[config.mk]
export PLATFORM = sky130hd
export DESIGN_NAME = mem_port_arbiter_flat
export DESIGN_NICKNAME = d
export VERILOG_FILES = /design/src/rtl/mem_port_arbiter_if.sv /design/src/rtl/mem_port_arbiter.sv /design/src/flat_wrapper.sv
export SDC_FILE = /design/constraint.sdc
export NUM_CORES = 1
export LEC_CHECK = 0
export CAP_MARGIN = 30
export CORE_ASPECT_RATIO = 0.6
export CORE_MARGIN = 2
export CORE_UTILIZATION = 25
export CTS_CLUSTER_DIAMETER = 200
export DETAILED_ROUTE_END_ITERATION = 6
export PLACE_DENSITY = 0.92
export SLEW_MARGIN = 10
export SYNTH_ARGS = -nofsm -noshare
export SYNTH_HDL_FRONTEND = slang
export SYNTH_SLANG_ARGS = --single-unit
[constraint.sdc]
create_clock -name clk -period 2.3 [get_ports clk]
set_input_delay 0.46 -clock clk [delete_from_list [all_inputs] [get_ports clk]]
set_output_delay 0.46 -clock clk [all_outputs]
set_load 0.05 [all_outputs]
[src/rtl/mem_port_arbiter_if.sv]
// ============================================================================
// Module   : mem_port_arbiter_if
// Purpose  : Request/grant/response bundle for the two masters of the arbiter.
// Revision : 1.0
// ============================================================================
`default_nettype none

interface mem_port_arbiter_if #(
  parameter int AWIDTH = 16,
  parameter int DWIDTH = 16
);
  logic              m0_req;
  logic              m0_we;
  logic [AWIDTH-1:0] m0_addr;
  logic [DWIDTH-1:0] m0_wdata;
  logic              m0_gnt;
  logic              m0_rvalid;
  logic [DWIDTH-1:0] m0_rdata;

  logic              m1_req;
  logic              m1_we;
  logic [AWIDTH-1:0] m1_addr;
  logic [DWIDTH-1:0] m1_wdata;
  logic              m1_gnt;
  logic              m1_rvalid;
  logic [DWIDTH-1:0] m1_rdata;

  modport master (
    output m0_req, m0_we, m0_addr, m0_wdata,
    input  m0_gnt, m0_rvalid, m0_rdata,
    output m1_req, m1_we, m1_addr, m1_wdata,
    input  m1_gnt, m1_rvalid, m1_rdata
  );

  modport slave (
    input  m0_req, m0_we, m0_addr, m0_wdata,
    output m0_gnt, m0_rvalid, m0_rdata,
    input  m1_req, m1_we, m1_addr, m1_wdata,
    output m1_gnt, m1_rvalid, m1_rdata
  );
endinterface

`default_nettype wire

[src/rtl/mem_port_arbiter.sv]
// ============================================================================
// Module   : mem_port_arbiter
// Purpose  : Shares a 1R1W registered-read memory between fetch (M0) and LSU
//            (M1); read and write ports arbitrated independently.
//            Define ARB_ROUND_ROBIN_EN for round-robin, else fixed M0 priority.
// Revision : 1.0
// ============================================================================
`default_nettype none

module mem_port_arbiter #(
  parameter int AWIDTH = 16,
  parameter int DWIDTH = 16
) (
  input  wire logic              clk,
  input  wire logic              rst,
  mem_port_arbiter_if.slave      bus,
  output logic                   mem_re,
  output logic [AWIDTH-1:0]      mem_raddr,
  input  wire logic [DWIDTH-1:0] mem_rdata,
  output logic                   mem_we,
  output logic [AWIDTH-1:0]      mem_waddr,
  output logic [DWIDTH-1:0]      mem_wdata
);

  logic [1:0] rd_req;
  logic [1:0] wr_req;
  logic [1:0] rd_gnt;
  logic [1:0] wr_gnt;

  // Response tag: one outstanding read per cycle, owner identifies the master.
  logic rsp_valid_q, rsp_valid_d;
  logic rsp_owner_q, rsp_owner_d;

`ifdef ARB_ROUND_ROBIN_EN
  // Last winner per class; 1 = M1, so M0 wins the first contest after reset.
  logic rd_last_q, rd_last_d;
  logic wr_last_q, wr_last_d;
`endif

  always_comb begin
    rd_req = {bus.m1_req & ~bus.m1_we, bus.m0_req & ~bus.m0_we};
    wr_req = {bus.m1_req &  bus.m1_we, bus.m0_req &  bus.m0_we};

`ifdef ARB_ROUND_ROBIN_EN
    rd_gnt[0] = rd_req[0] & (~rd_req[1] |  rd_last_q);
    rd_gnt[1] = rd_req[1] & (~rd_req[0] | ~rd_last_q);
    wr_gnt[0] = wr_req[0] & (~wr_req[1] |  wr_last_q);
    wr_gnt[1] = wr_req[1] & (~wr_req[0] | ~wr_last_q);
`else
    rd_gnt[0] = rd_req[0];
    rd_gnt[1] = rd_req[1] & ~rd_req[0];
    wr_gnt[0] = wr_req[0];
    wr_gnt[1] = wr_req[1] & ~wr_req[0];
`endif

    if (rst) begin
      rd_gnt = 2'b00;
      wr_gnt = 2'b00;
    end

    rsp_valid_d = |rd_gnt;
    rsp_owner_d = rd_gnt[1];

`ifdef ARB_ROUND_ROBIN_EN
    rd_last_d = rd_last_q;
    wr_last_d = wr_last_q;
    if (|rd_gnt) rd_last_d = rd_gnt[1];
    if (|wr_gnt) wr_last_d = wr_gnt[1];
`endif
  end

  always_ff @(posedge clk) begin
    if (rst) begin
      rsp_valid_q <= 1'b0;
      rsp_owner_q <= 1'b0;
`ifdef ARB_ROUND_ROBIN_EN
      rd_last_q   <= 1'b1;
      wr_last_q   <= 1'b1;
`endif
    end else begin
      rsp_valid_q <= rsp_valid_d;
      rsp_owner_q <= rsp_owner_d;
`ifdef ARB_ROUND_ROBIN_EN
      rd_last_q   <= rd_last_d;
      wr_last_q   <= wr_last_d;
`endif
    end
  end

  // A master issues either a read or a write, so OR-ing the classes is safe.
  assign bus.m0_gnt    = rd_gnt[0] | wr_gnt[0];
  assign bus.m1_gnt    = rd_gnt[1] | wr_gnt[1];
  assign bus.m0_rvalid = rsp_valid_q & ~rsp_owner_q;
  assign bus.m1_rvalid = rsp_valid_q &  rsp_owner_q;
  assign bus.m0_rdata  = mem_rdata;
  assign bus.m1_rdata  = mem_rdata;

  assign mem_re    = |rd_gnt;
  assign mem_raddr = rd_gnt[1] ? bus.m1_addr  : bus.m0_addr;
  assign mem_we    = |wr_gnt;
  assign mem_waddr = wr_gnt[1] ? bus.m1_addr  : bus.m0_addr;
  assign mem_wdata = wr_gnt[1] ? bus.m1_wdata : bus.m0_wdata;

endmodule

`default_nettype wire

[src/flat_wrapper.sv]
// flat-port wrapper written by rule: the top's interface ports become plain ports
module mem_port_arbiter_flat 
#(
  parameter int AWIDTH = 16,
  parameter int DWIDTH = 16
)
  (clk, rst, mem_re, mem_raddr, mem_rdata, mem_we, mem_waddr, mem_wdata, bus_m0_req, bus_m0_we, bus_m0_addr, bus_m0_wdata, bus_m0_gnt, bus_m0_rvalid, bus_m0_rdata, bus_m1_req, bus_m1_we, bus_m1_addr, bus_m1_wdata, bus_m1_gnt, bus_m1_rvalid, bus_m1_rdata);
  mem_port_arbiter_if #(.AWIDTH(AWIDTH), .DWIDTH(DWIDTH)) bus_i ();
  input  wire logic clk;
  input  wire logic rst;
  output logic mem_re;
  output logic [AWIDTH-1:0] mem_raddr;
  input  wire logic [DWIDTH-1:0] mem_rdata;
  output logic mem_we;
  output logic [AWIDTH-1:0] mem_waddr;
  output logic [DWIDTH-1:0] mem_wdata;
  input wire logic [$bits(bus_i.m0_req)-1:0] bus_m0_req;
  input wire logic [$bits(bus_i.m0_we)-1:0] bus_m0_we;
  input wire logic [$bits(bus_i.m0_addr)-1:0] bus_m0_addr;
  input wire logic [$bits(bus_i.m0_wdata)-1:0] bus_m0_wdata;
  output wire logic [$bits(bus_i.m0_gnt)-1:0] bus_m0_gnt;
  output wire logic [$bits(bus_i.m0_rvalid)-1:0] bus_m0_rvalid;
  output wire logic [$bits(bus_i.m0_rdata)-1:0] bus_m0_rdata;
  input wire logic [$bits(bus_i.m1_req)-1:0] bus_m1_req;
  input wire logic [$bits(bus_i.m1_we)-1:0] bus_m1_we;
  input wire logic [$bits(bus_i.m1_addr)-1:0] bus_m1_addr;
  input wire logic [$bits(bus_i.m1_wdata)-1:0] bus_m1_wdata;
  output wire logic [$bits(bus_i.m1_gnt)-1:0] bus_m1_gnt;
  output wire logic [$bits(bus_i.m1_rvalid)-1:0] bus_m1_rvalid;
  output wire logic [$bits(bus_i.m1_rdata)-1:0] bus_m1_rdata;
  assign bus_i.m0_req = bus_m0_req;
  assign bus_i.m0_we = bus_m0_we;
  assign bus_i.m0_addr = bus_m0_addr;
  assign bus_i.m0_wdata = bus_m0_wdata;
  assign bus_m0_gnt = bus_i.m0_gnt;
  assign bus_m0_rvalid = bus_i.m0_rvalid;
  assign bus_m0_rdata = bus_i.m0_rdata;
  assign bus_i.m1_req = bus_m1_req;
  assign bus_i.m1_we = bus_m1_we;
  assign bus_i.m1_addr = bus_m1_addr;
  assign bus_i.m1_wdata = bus_m1_wdata;
  assign bus_m1_gnt = bus_i.m1_gnt;
  assign bus_m1_rvalid = bus_i.m1_rvalid;
  assign bus_m1_rdata = bus_i.m1_rdata;
  mem_port_arbiter #(.AWIDTH(AWIDTH), .DWIDTH(DWIDTH)) u_core (.clk(clk), .rst(rst), .bus(bus_i), .mem_re(mem_re), .mem_raddr(mem_raddr), .mem_rdata(mem_rdata), .mem_we(mem_we), .mem_waddr(mem_waddr), .mem_wdata(mem_wdata));
endmodule
# Yosys cells after proc, flatten, opt, wreduce, memory -nomap -nowiden

Index checks and enable logic that the tools add are counted.

Output and inout bits: 86
Word-level logic and storage cells: 24
Bits in registers: 2
Input port bits: 86

Mux-type cells: 5
Bitwise logic cells: 15
Reductions and logical operators: 2

Operators with widths:

| kind               | number |
|---|---|
| 16-bit two-way mux | 3 |
| 1-bit AND          | 8 |
| 1-bit NOT          | 5 |
| 2-bit two-way mux  | 2 |
| 2-bit OR reduction | 2 |
| 1-bit OR           | 2 |

# Longest topological paths before layout

Depth after elaboration: 6
Gate-level depth with buffers: 5
Gate-level depth less buffers: 3

# Worst setup path after synthesis

Ideal clock, no wire load.

Path type: input port to output port
From: input port rst
To: output port mem_re
Slack: 124 ps
Path buffers: 0
Arrival time: 1716 ps
Stages: 2
Data required time: 1840 ps
Cells stage by stage: nand2b_1 > o21ai_0

Word-level cells in the longest chain between the ends: 2

RTL lines:

| what               | line                   | RTL |
|---|---|---|
| from (decl)        | flat_wrapper.sv:10     | `input wire logic rst;` |
| 2-bit two-way mux  | mem_port_arbiter.sv:56 | `if (rst) begin` |
| 2-bit OR reduction | mem_port_arbiter.sv:98 | `assign mem_re = \|rd_gnt;` |
| to (decl)          | flat_wrapper.sv:11     | `output logic mem_re;` |

No other way between the ends.

# Worst setup path after layout

From: input port rst
To: output port mem_wdata[14]

Word-level cells in the longest chain between the ends: 2

RTL lines:

| what               | line                    | RTL |
|---|---|---|
| 2-bit two-way mux  | mem_port_arbiter.sv:56  |  |
| 16-bit two-way mux | mem_port_arbiter.sv:102 | `assign mem_wdata = wr_gnt[1] ? bus.m1_wdata : bus.m0_wdata;` |
| to (decl)          | flat_wrapper.sv:16      | `output logic [DWIDTH-1:0] mem_wdata;` |

No other way between the ends.

==> summary.txt <==
Outcome
  • Status: complete, no violations

Worst setup path
  • Worst Path Required: 1.84 ns
  • CP arrival: 1.79 ns
  • Critical path start-end classification: in -> out
  • Startpoint types: input port
  • CP max FO: 5
  • Worst Setup EP: mem_wdata[14]
  • Setup crit end kind: output pin
  • Worst Setup SP: rst

STA
  • Hold_ws: 0.532 ns
  • Setup-failing EPs final: 0
  • Post-route setup TNS: 0 ns
  • Fmax: 0.444 GHz
  • RSZ-0062 raised after global routing: false
  • Worst-margin pin slew: 0.514 ns
  • Max_slew headroom: 0.656
  • Pins over their slew limit: 0
  • Fin crit share: 0.979
  • Final Hold Violating Endpoints: 0
  • Tmin final: 2.25 ns

GRT
  • Total gr overflow: 0
  • Number of global-route vias before repair: 1125
  • GRT Overall Usage: 0.150
  • Initial antenna violation count: 0
  • Pin count of the biggest net entering global routing: 14
  • Global-route wire length before repair: 5550 µm

Power
  • Leak: 1.23 nW
  • Worst vdd ir: 0.000150 V
  • P per Cell Area: 349 nW/µm²

CTS
  • Clk sinks: 2
  • Root buffer cell: clkbuf_8
  • Reg clk slew, reported paths: 0.03 ns
  • H-tree Lvls: 1
  • Max clock buf depth: 2
  • Cts bufs inserted: 3
  • CTS tree: built

Route
  • DRC Markers: 0
  • Wire per inst: 15.7 µm
  • Via count: 1118
  • 1st-pass router iterations: 4
  • Vias/cell: 4.30
  • DRT antenna net count: 0
  • Total wire length: 4090 µm
  • Drt initial violations: 23

Die
  • Starting Density: 0.262
  • Die Ht: 55.1 µm
  • CORE AREA: 4140 µm²
  • Num rows: 18
  • # IOs: 172
  • Die width: 89.1 µm
  • Die Area: 4900 µm²

Cells and area
  • Diode count: 0
  • Share of cells above drive strength 1: 0.600
  • Final nets: 288
  • Most frequent cells in the layout: clkdlybuf4s50_1 (66), buf_12 (36), mux2_4 (28)
  • Syn-to-layout area delta: 138%
  • Post-layout util: 0.623
  • Most common cell after layout, fill and taps aside: clkdlybuf4s50_1

Synthesis
  • Seq/Total Area, Yosys: 0.0369
  • Synthesized flop and latch total: 2
  • Average size of a mapped cell: 10.6 µm²
  • Cells after Synth: 102
  • YS warnings: 0
  • Synth Cell Area: 1090 µm²
  • Synth cell types: 16
  • Synth Net Count: 188

Run
  • Max cap viols: 0

Place
  • GP Congestion: 0.768
  • DP Wirelength: 3240 µm
  • Buffers on Ports: 123

Worst hold path
  • Hold WC Path Type: in -> reg
[logic make-up (layout without fill, tap and decap cells)]
family	after synthesis	after routing	synth area share
simple gates	5	5	0.0334
compound gates	5	5	0.0300
flops	2	2	0.0369
mux	48	48	0.594
buf+inv	42	140	0.305
[synth_stat cells]
library cell,number,share of area
buf_4,32,0.22
mux2_4,28,0.39
mux2_2,20,0.21
inv_1,4,0.014
o21ai_0,3,0.014
a211o_1,2,0.016
buf_12,2,0.037
buf_2,2,0.0092
dfxtp_1,2,0.037
and2_1,1,0.0058
buf_6,1,0.010
buf_8,1,0.014
nand2_1,1,0.0035
nand2b_1,1,0.0058
nand2b_4,1,0.013
nor2b_1,1,0.0058
[per-layer routing]
layer / track usage / vias up / routed length [µm]
met3: 0.0772 / 4 / 484
met4: 0.0249 / 0 / 29
li1: - / 521 / -
met2: 0.278 / 84 / 2120
met5: 0 / - / 0
met1: 0.158 / 509 / 1450
[where the power goes]
group / total [W] / internal, W / switching, W
sequential: 0.0000375 / 0.0000369 / 0.000000680
combinational: 0.000728 / 0.000378 / 0.000350
clock: 0.000136 / 0.000111 / 0.0000250
total: 0.000901 / 0.000526 / 0.000376
[through the flow]
step,instance area [µm²],cells,total power (W),worst slack [ns]
global route,2580,260,0.000935,0.0214
floorplan,1090,102,0.000544,0.124
global placement,2400,251,0.000737,-0.156
finish,2580,260,0.000901,0.0485
CTS,2580,260,0.000904,0.00798
detailed placement,2400,251,0.000746,-0.186
[repair_timing]
| action | in CTS | in global routing |
|---|---|---|
| pin swaps | 1 | 1 |
| hold buffers | 0 | 0 |
| buffers inserted | 3 | 0 |
| setup endpoints to repair | 50 | 32 |
| gates resized for setup | 15 | 8 |
| cloned | 3 | 0 |
[sequential cells by signal, summed over array words and instances (netlist names)]
signal and count:
u_core.rsp_owner_q 1, u_core.rsp_valid_q 1
[worst min path at each step]
stage,start,endpoint,depth (start not counted)
after global routing,bus_m0_we,u_core.rsp_valid_q$_SDFF_PP0_,2
final,bus_m0_we,u_core.rsp_valid_q$_SDFF_PP0_,2
after CTS,rst,u_core.rsp_valid_q$_SDFF_PP0_,3
after global placement,mem_rdata[11],bus_m0_rdata[11],0
after floorplan,bus_m0_we,u_core.rsp_valid_q$_SDFF_PP0_,1
after detailed placement,mem_rdata[11],bus_m0_rdata[11],0
[critical path: stages]
cell	delay, ns
buf_6	0.09
nand2b_4	0.14
a211o_4	0.35
bufbuf_16	0.29
mux2_4	0.31
buf_12	0.15
[cell type report]
type                    count  area [µm²]
repair buffers            133        1690
fillers                   332        1560
multi-input cells          58         723
well taps                  60        75.1
clock buffers               3        41.3
flip-flops and latches      2        40.0
inverters                   4        15.0
Note: power is estimated with default switching activity, not from simulation.
